===== src/rtl/ps2_keymap_pkg.sv =====
// Shared constants, decoder state type and case helper for the PS/2 set-2 keymap.
// Latency: none (declarations and a pure function only).
// Backpressure: not applicable.
package ps2_pkg;

  localparam logic [7:0] PS2_EXT    = 8'hE0;
  localparam logic [7:0] PS2_BRK    = 8'hF0;
  localparam logic [7:0] PS2_LSHIFT = 8'h12;
  localparam logic [7:0] PS2_RSHIFT = 8'h59;
  localparam logic [7:0] PS2_CAPS   = 8'h58;

  typedef enum logic [1:0] {
    IDLE,
    EXT,
    BRK,
    EXT_BRK
  } ps2_state_t;

  // Only lowercase letters have an uppercase form; digits and controls pass through.
  function automatic logic [7:0] apply_case(input logic [7:0] chr, input logic upper);
    return (upper && chr >= "a" && chr <= "z") ? chr - 8'h20 : chr;
  endfunction

endpackage


===== src/rtl/ps2_keymap_if.sv =====
// Scancode strobe in, ASCII valid/ready stream out, bundled for the keymap port.
// Latency: wiring only.
// Backpressure: key side has none; ASCII side pops on ascii_valid && ascii_ready.
interface ps2_keymap_if;
  logic [7:0] key_value;
  logic       key_valid;
  logic [7:0] ascii_value;
  logic       ascii_valid;
  logic       ascii_ready;

  modport master (
    output key_value, key_valid, ascii_ready,
    input  ascii_value, ascii_valid
  );

  modport slave (
    input  key_value, key_valid, ascii_ready,
    output ascii_value, ascii_valid
  );
endinterface


===== src/rtl/ps2_keymap_fifo.sv =====
// Generic 8-bit FIFO with occupancy count, sticky drop flag and a registered head.
// Latency: a push into an empty FIFO is visible at head_dat/empty after one edge.
// Backpressure: push while full is dropped and sets overflow unless a pop frees a slot the same cycle.
module ps2_keymap_fifo #(
  parameter int FIFO_DEPTH = 8
) (
  input  logic                        clk,
  input  logic                        rst,
  input  logic                        push,
  input  logic [7:0]                  push_dat,
  input  logic                        pop,
  output logic [7:0]                  head_dat,
  output logic                        empty,
  output logic [$clog2(FIFO_DEPTH):0] count,
  output logic                        overflow
);
  localparam int AW = $clog2(FIFO_DEPTH);
  localparam int CW = AW + 1;

  logic [7:0]    mem [FIFO_DEPTH];
  logic [AW-1:0] wr_ptr;
  logic [AW-1:0] rd_ptr;
  logic [AW-1:0] rd_nxt;
  logic [CW-1:0] cnt;
  logic          full;
  logic          pop_ok;
  logic          push_ok;

  assign full    = (cnt == CW'(FIFO_DEPTH));
  assign empty   = (cnt == '0);
  assign pop_ok  = pop && !empty;
  assign push_ok = push && (!full || pop_ok);
  assign rd_nxt  = rd_ptr + AW'(1);
  assign count   = cnt;

  always_ff @(posedge clk) begin
    if (push_ok) mem[wr_ptr] <= push_dat;
  end

  always_ff @(posedge clk or posedge rst) begin
    if (rst) begin
      wr_ptr   <= '0;
      rd_ptr   <= '0;
      cnt      <= '0;
      head_dat <= 8'h00;
      overflow <= 1'b0;
    end else begin
      if (push_ok) wr_ptr <= wr_ptr + AW'(1);
      if (pop_ok)  rd_ptr <= rd_nxt;
      case ({push_ok, pop_ok})
        2'b10:   cnt <= cnt + CW'(1);
        2'b01:   cnt <= cnt - CW'(1);
        default: ;
      endcase
      if (push && !push_ok) overflow <= 1'b1;
      // Head is a register: bypass the incoming byte when it becomes the only entry.
      if (pop_ok) begin
        head_dat <= (push_ok && cnt == CW'(1)) ? push_dat : mem[rd_nxt];
      end else if (push_ok && empty) begin
        head_dat <= push_dat;
      end
    end
  end
endmodule


===== src/rtl/ps2_keymap.sv =====
// PS/2 set-2 make codes to ASCII with shift/caps case, repeat filter and output FIFO (caps lock under PS2_CAPSLOCK_EN).
// Latency: make strobe sampled at edge N shows on ascii_valid after edge N+1 when the FIFO was empty.
// Backpressure: key input never stalls; ascii_ready pops, a full FIFO drops the char and sets sticky overflow.
module ps2_keymap
  import ps2_pkg::*;
#(
  parameter int FIFO_DEPTH      = 8,
  parameter int REPEAT_SUPPRESS = 1
) (
  input  logic                        clk,
  input  logic                        rst,
  ps2_keymap_if.slave                 key_if,
  output logic                        shift_held,
  output logic                        caps_on,
  output logic [$clog2(FIFO_DEPTH):0] fifo_count,
  output logic                        overflow
);
  ps2_state_t state;
  logic       lshift_q;
  logic       rshift_q;
  logic [7:0] held_key;
  logic       push_vld;
  logic [7:0] push_dat;
  logic [7:0] map_chr;
  logic       map_hit;
  logic       repeat_hit;
  logic       fifo_empty;
  logic [7:0] key;

  assign key        = key_if.key_value;
  assign shift_held = lshift_q | rshift_q;
  assign repeat_hit = (REPEAT_SUPPRESS != 0) && (key == held_key);

`ifdef PS2_CAPSLOCK_EN
  logic caps_q;
  assign caps_on = caps_q;
`else
  assign caps_on = 1'b0;
`endif

  always_comb begin
    map_chr = 8'h00;
    case (key)
      8'h1C: map_chr = "a";  8'h32: map_chr = "b";  8'h21: map_chr = "c";  8'h23: map_chr = "d";
      8'h24: map_chr = "e";  8'h2B: map_chr = "f";  8'h34: map_chr = "g";  8'h33: map_chr = "h";
      8'h43: map_chr = "i";  8'h3B: map_chr = "j";  8'h42: map_chr = "k";  8'h4B: map_chr = "l";
      8'h3A: map_chr = "m";  8'h31: map_chr = "n";  8'h44: map_chr = "o";  8'h4D: map_chr = "p";
      8'h15: map_chr = "q";  8'h2D: map_chr = "r";  8'h1B: map_chr = "s";  8'h2C: map_chr = "t";
      8'h3C: map_chr = "u";  8'h2A: map_chr = "v";  8'h1D: map_chr = "w";  8'h22: map_chr = "x";
      8'h35: map_chr = "y";  8'h1A: map_chr = "z";
      8'h45: map_chr = "0";  8'h16: map_chr = "1";  8'h1E: map_chr = "2";  8'h26: map_chr = "3";
      8'h25: map_chr = "4";  8'h2E: map_chr = "5";  8'h36: map_chr = "6";  8'h3D: map_chr = "7";
      8'h3E: map_chr = "8";  8'h46: map_chr = "9";
      8'h29: map_chr = 8'h20;
      8'h5A: map_chr = 8'h0D;
      8'h66: map_chr = 8'h08;
      default: map_chr = 8'h00;
    endcase
    // Every mapped character is non-zero, so zero doubles as "unmapped".
    map_hit = (map_chr != 8'h00);
  end

  always_ff @(posedge clk or posedge rst) begin
    if (rst) begin
      state    <= IDLE;
      lshift_q <= 1'b0;
      rshift_q <= 1'b0;
      held_key <= 8'h00;
      push_vld <= 1'b0;
      push_dat <= 8'h00;
`ifdef PS2_CAPSLOCK_EN
      caps_q   <= 1'b0;
`endif
    end else begin
      push_vld <= 1'b0;
      if (key_if.key_valid) begin
        case (state)
          IDLE: begin
            if (key == PS2_EXT) begin
              state <= EXT;
            end else if (key == PS2_BRK) begin
              state <= BRK;
            end else if (key == PS2_LSHIFT) begin
              lshift_q <= 1'b1;
            end else if (key == PS2_RSHIFT) begin
              rshift_q <= 1'b1;
`ifdef PS2_CAPSLOCK_EN
            end else if (key == PS2_CAPS) begin
              if (!repeat_hit) caps_q <= ~caps_q;
              held_key <= key;
`endif
            end else if (map_hit && !repeat_hit) begin
              held_key <= key;
              push_vld <= 1'b1;
              push_dat <= apply_case(map_chr, shift_held ^ caps_on);
            end
          end
          EXT:     state <= (key == PS2_BRK) ? EXT_BRK : IDLE;
          BRK: begin
            if (key == PS2_LSHIFT) lshift_q <= 1'b0;
            if (key == PS2_RSHIFT) rshift_q <= 1'b0;
            if (key == held_key)   held_key <= 8'h00;
            state <= IDLE;
          end
          EXT_BRK: state <= IDLE;
          default: state <= IDLE;
        endcase
      end
    end
  end

  ps2_keymap_fifo #(
    .FIFO_DEPTH(FIFO_DEPTH)
  ) u_fifo (
    .clk      (clk),
    .rst      (rst),
    .push     (push_vld),
    .push_dat (push_dat),
    .pop      (key_if.ascii_ready),
    .head_dat (key_if.ascii_value),
    .empty    (fifo_empty),
    .count    (fifo_count),
    .overflow (overflow)
  );

  assign key_if.ascii_valid = !fifo_empty;
endmodule


===== src/flat_wrapper.sv =====
// flat-port wrapper written by rule: the top's interface ports become plain ports
module ps2_keymap_flat import ps2_pkg::*;
#(
  parameter int FIFO_DEPTH      = 8,
  parameter int REPEAT_SUPPRESS = 1
)
  (clk, rst, shift_held, caps_on, fifo_count, overflow, key_if_key_value, key_if_key_valid, key_if_ascii_ready, key_if_ascii_value, key_if_ascii_valid);
  ps2_keymap_if key_if_i ();
  input  logic clk;
  input  logic rst;
  output logic shift_held;
  output logic caps_on;
  output logic [$clog2(FIFO_DEPTH):0] fifo_count;
  output logic overflow;
  input wire logic [$bits(key_if_i.key_value)-1:0] key_if_key_value;
  input wire logic [$bits(key_if_i.key_valid)-1:0] key_if_key_valid;
  input wire logic [$bits(key_if_i.ascii_ready)-1:0] key_if_ascii_ready;
  output wire logic [$bits(key_if_i.ascii_value)-1:0] key_if_ascii_value;
  output wire logic [$bits(key_if_i.ascii_valid)-1:0] key_if_ascii_valid;
  assign key_if_i.key_value = key_if_key_value;
  assign key_if_i.key_valid = key_if_key_valid;
  assign key_if_i.ascii_ready = key_if_ascii_ready;
  assign key_if_ascii_value = key_if_i.ascii_value;
  assign key_if_ascii_valid = key_if_i.ascii_valid;
  ps2_keymap #(.FIFO_DEPTH(FIFO_DEPTH), .REPEAT_SUPPRESS(REPEAT_SUPPRESS)) u_core (.clk(clk), .rst(rst), .key_if(key_if_i), .shift_held(shift_held), .caps_on(caps_on), .fifo_count(fifo_count), .overflow(overflow));
endmodule

===== config.mk =====
export PLATFORM = sky130hd
export DESIGN_NAME = ps2_keymap_flat
export DESIGN_NICKNAME = d
export VERILOG_FILES = /design/src/rtl/ps2_keymap_pkg.sv /design/src/rtl/ps2_keymap_if.sv /design/src/rtl/ps2_keymap_fifo.sv /design/src/rtl/ps2_keymap.sv /design/src/flat_wrapper.sv
export SDC_FILE = /design/constraint.sdc
export NUM_CORES = 1
export LEC_CHECK = 0
export BUFFER_PORTS_ARGS = -buffer_cell sky130_fd_sc_hd__buf_4
export CAP_MARGIN = 30
export CORE_MARGIN = 10
export CORE_UTILIZATION = 25
export CTS_CLUSTER_SIZE = 20
export DETAILED_ROUTE_END_ITERATION = 16
export PLACE_DENSITY = 0.39
export SETUP_SLACK_MARGIN = 0.05
export SYNTH_ARGS = -nofsm -noshare
export SYNTH_HDL_FRONTEND = slang
export SYNTH_HIERARCHICAL = 1
export SYNTH_SLANG_ARGS = --single-unit

===== constraint.sdc =====
create_clock -name clk -period 3.3 [get_ports clk]
set_clock_uncertainty 0.15 [all_clocks]
set_input_delay 0.495 -clock clk [delete_from_list [all_inputs] [get_ports clk]]
set_output_delay 0.495 -clock clk [all_outputs]
set_load 0.05 [all_outputs]

==> results.toml <==
[final_layout]
final_common_cell = "edfxtp_1"
most-common-layout-cells = "edfxtp_1, buf_4, dfrtp_1"
area_growth_pct = 16.9
seq_area_sq_um = 2920
layout-drive-gt1-share_pct = 21.4
diodes = 0
multi_input_area_sq_um = 2380
final_area_sq_um = 6470
nFillCells = 2233
fin_nets = 526

[timing]
tightest_slew_ns = 0.902
fin_crit_ns = 2.82
slew_violations = 0
slew-limit-headroom_pct = 39.6
hold_viol = 6
hold_ws_ns = -0.00624
setup_viol = 0
max_freq_ghz = 0.355
setup_tns_ns = 0
fin_crit_sh_pct = 85.3
rsz0062_at_grt = "false"

[logic_synthesis]
yosysSeqAreaShare_pct = 52.8
async_reset_ff_share_pct = 38.5
syn-num-nets = 488
ys.flop_type = "edfxtp_1"
synth-edff-count = 64
netlist_area_sq_um = 5540
yosysWarningCount = 6
synth_cell_types = 71
synthCells = 461
syn_area_per_cell_sq_um = 12.0
synth-seq-cells = 104

[setup_path]
critPathRequiredTime_ns = 3.38
crit_type = "in -> reg"
rr_endpoint = "u_core/u_fifo/count[3]"
startpoint_type = "input port"
rr_startpoint = "u_core/u_fifo/count[0]"
r2r_slack_ns = 0.65
path_max_fanout = 7
end_kind = "flop"
worstRegToRegCells = 9
cp.arrival_ns = 2.89

[status]
violations = "negative hold slack"
status = "complete, but fails checks"

[cts]
insertion_delay_ns = 0.35
cts_tree = "built"
path_clk_slew_ns = 0.08
clockRootBuffer = "clkbuf_16"
cts_made_buffers = 9
clkSinkCount = 104
postCtsSetupBuffers = 0
htreeDepth = 3
cts_buffer_depth = 2
postCtsHoldBufs = 0
cts-resized-gates = 0

[power]
ir_worst_vdd_v = 0.000270
powerDensity_nw_per_um2 = 764
total_power_uw = 4940
leakagePower_uw = 0.00245

[drt]
drt_iter0_markers = 227
drcViolationCount = 0
via_per_inst = 4.81
wl_per_cell_um = 18.1
vias = 3770
wirelength_mm = 14.2
antenna_left = 0
dr.pass1.iters = 4

[floorplanning]
rows = 54
initial_utilization_pct = 25.4
dieArea_sq_um = 28500
die_w_um = 169
chipHeight_um = 169
ios = 28
core_area_sq_um = 21800

[place]
dpl-instance-area_sq_um = 6180
gp_congestion = 0.836
io_buffers = 26
dp_hpwl_mm = 9.97

[flow_run]
cap_viol_max_count = 0

[global_routing]
grt_max_degree = 32
antenna_found_initial = 0
grt.total_usage_pct = 10.2
grt_pass1_vias = 3968
overflow = 0
grt_pass1_wl_mm = 22.9

[min_path]
hold_path.class = "in -> async"
==> per-stage QoR <==
step | setup WS (ns) | util [%] | hold WS, ns | instances
finish | 0.484 | 29.6 | -0.00624 | 784
floorplan | 0.182 | - | 0.296 | 461
global placement | 0.121 | 28.2 | 0.303 | 767
detailed placement | 0.121 | 28.3 | 0.299 | 768
CTS | 0.484 | 29.6 | 0.00498 | 784
global route | 0.300 | 29.6 | 0.00996 | 784
==> layout make-up <==
type	instances	share of cell area [%]
clock buffer	9	3.48
clock inverter	7	0.967
inverter	24	1.39
multi-input combinational	308	36.8
sequential	104	45.2
tap	280	5.41
timing repair buffer	52	6.73
==> how the worst max path moves through the flow <==
stage                                 from  slack (ns)  depth (start not counted)                 endpoint
finish                 key_if_key_value[0]        0.48                         11       u_core/push_dat[7]
global route           key_if_key_value[0]        0.30                         11       u_core/push_dat[7]
CTS                    key_if_key_value[1]        0.48                         11       u_core/push_dat[7]
detailed placement     key_if_key_value[1]        0.12                         11       u_core/push_dat[7]
global placement       key_if_key_value[1]        0.12                         11       u_core/push_dat[7]
floorplan           u_core/u_fifo/count[0]        0.18                          6  u_core/u_fifo/mem[0][0]
==> power by group <==
group | internal, uW | total, uW | switching [uW]
clock | 528 | 1040 | 511
sequential | 1640 | 1840 | 199
combinational | 877 | 2070 | 1190
==> flip-flops by register name, summed over array words and instances, names as in the netlist <==
register / count
u_core/held_key: 8
u_core/lshift_q: 1
u_core/push_dat: 8
u_core/push_vld: 1
u_core/rshift_q: 1
u_core/state: 2
u_core/u_fifo/count: 4
u_core/u_fifo/head_dat: 8
u_core/u_fifo/mem: 64
u_core/u_fifo/overflow: 1
u_core/u_fifo/rd_ptr: 3
u_core/u_fifo/wr_ptr: 3
==> synth_stat cells (3+ instances only) <==
cell type	n	area share (%)
edfxtp_1	64	35
dfrtp_1	40	18
nand2_1	32	2.2
mux2i_1	24	4.3
inv_1	21	1.4
nor2_1	21	1.4
a21oi_1	20	1.8
o21ai_0	20	1.8
ha_1	15	3.4
buf_2	14	1.3
xnor2_1	13	2.1
mux4_2	12	4.9
nor3_1	12	1.1
nand2b_1	11	1.2
a31oi_1	10	1.1
nor3b_1	10	1.4
mux2_2	8	1.6
nand3_1	8	0.72
a221o_1	6	1.1
or2_2	6	0.68
nand3b_1	5	0.68
nand4_1	5	0.56
nor2b_1	5	0.56
a41oi_1	4	0.63
clkbuf_1	4	0.27
a211o_1	3	0.47
and3_1	3	0.34
buf_4	3	0.41
buf_6	3	0.61
o211ai_1	3	0.41
o31ai_1	3	0.41
or3_1	3	0.34
xor2_1	3	0.47
==> layer usage <==
layer  GRT usage (%)  routed length, um
met1            13.2               6560
met2            16.7               6970
met3            2.41                490
met4            2.65                173
met5               0                  0
==> cells by family (layout without fill, tap and decap cells) <==
| family | after synthesis | in the layout | synth area share, % |
|---|---|---|---|
| other cells | 1 | 1 | 0.0677 |
| mux | 44 | 44 | 10.8 |
| flops | 104 | 104 | 52.8 |
| simple gates | 135 | 135 | 13.3 |
| xor+xnor | 17 | 17 | 2.83 |
| compound gates | 96 | 96 | 12.5 |
| buf+inv | 49 | 92 | 4.27 |
| fa+ha+maj | 15 | 15 | 3.39 |
==> worst max-delay path, cell delays in order <==
cell,delay (ns)
buf_4,0.09
inv_1,0.09
ha_1,0.31
nor2b_1,0.20
a31oi_1,0.22
a21oi_1,0.11
a222oi_1,0.34
o21ai_1,0.25
or2_2,0.37
and4_1,0.17
mux2_2,0.25
Note: power is estimated with default switching activity, not from simulation.
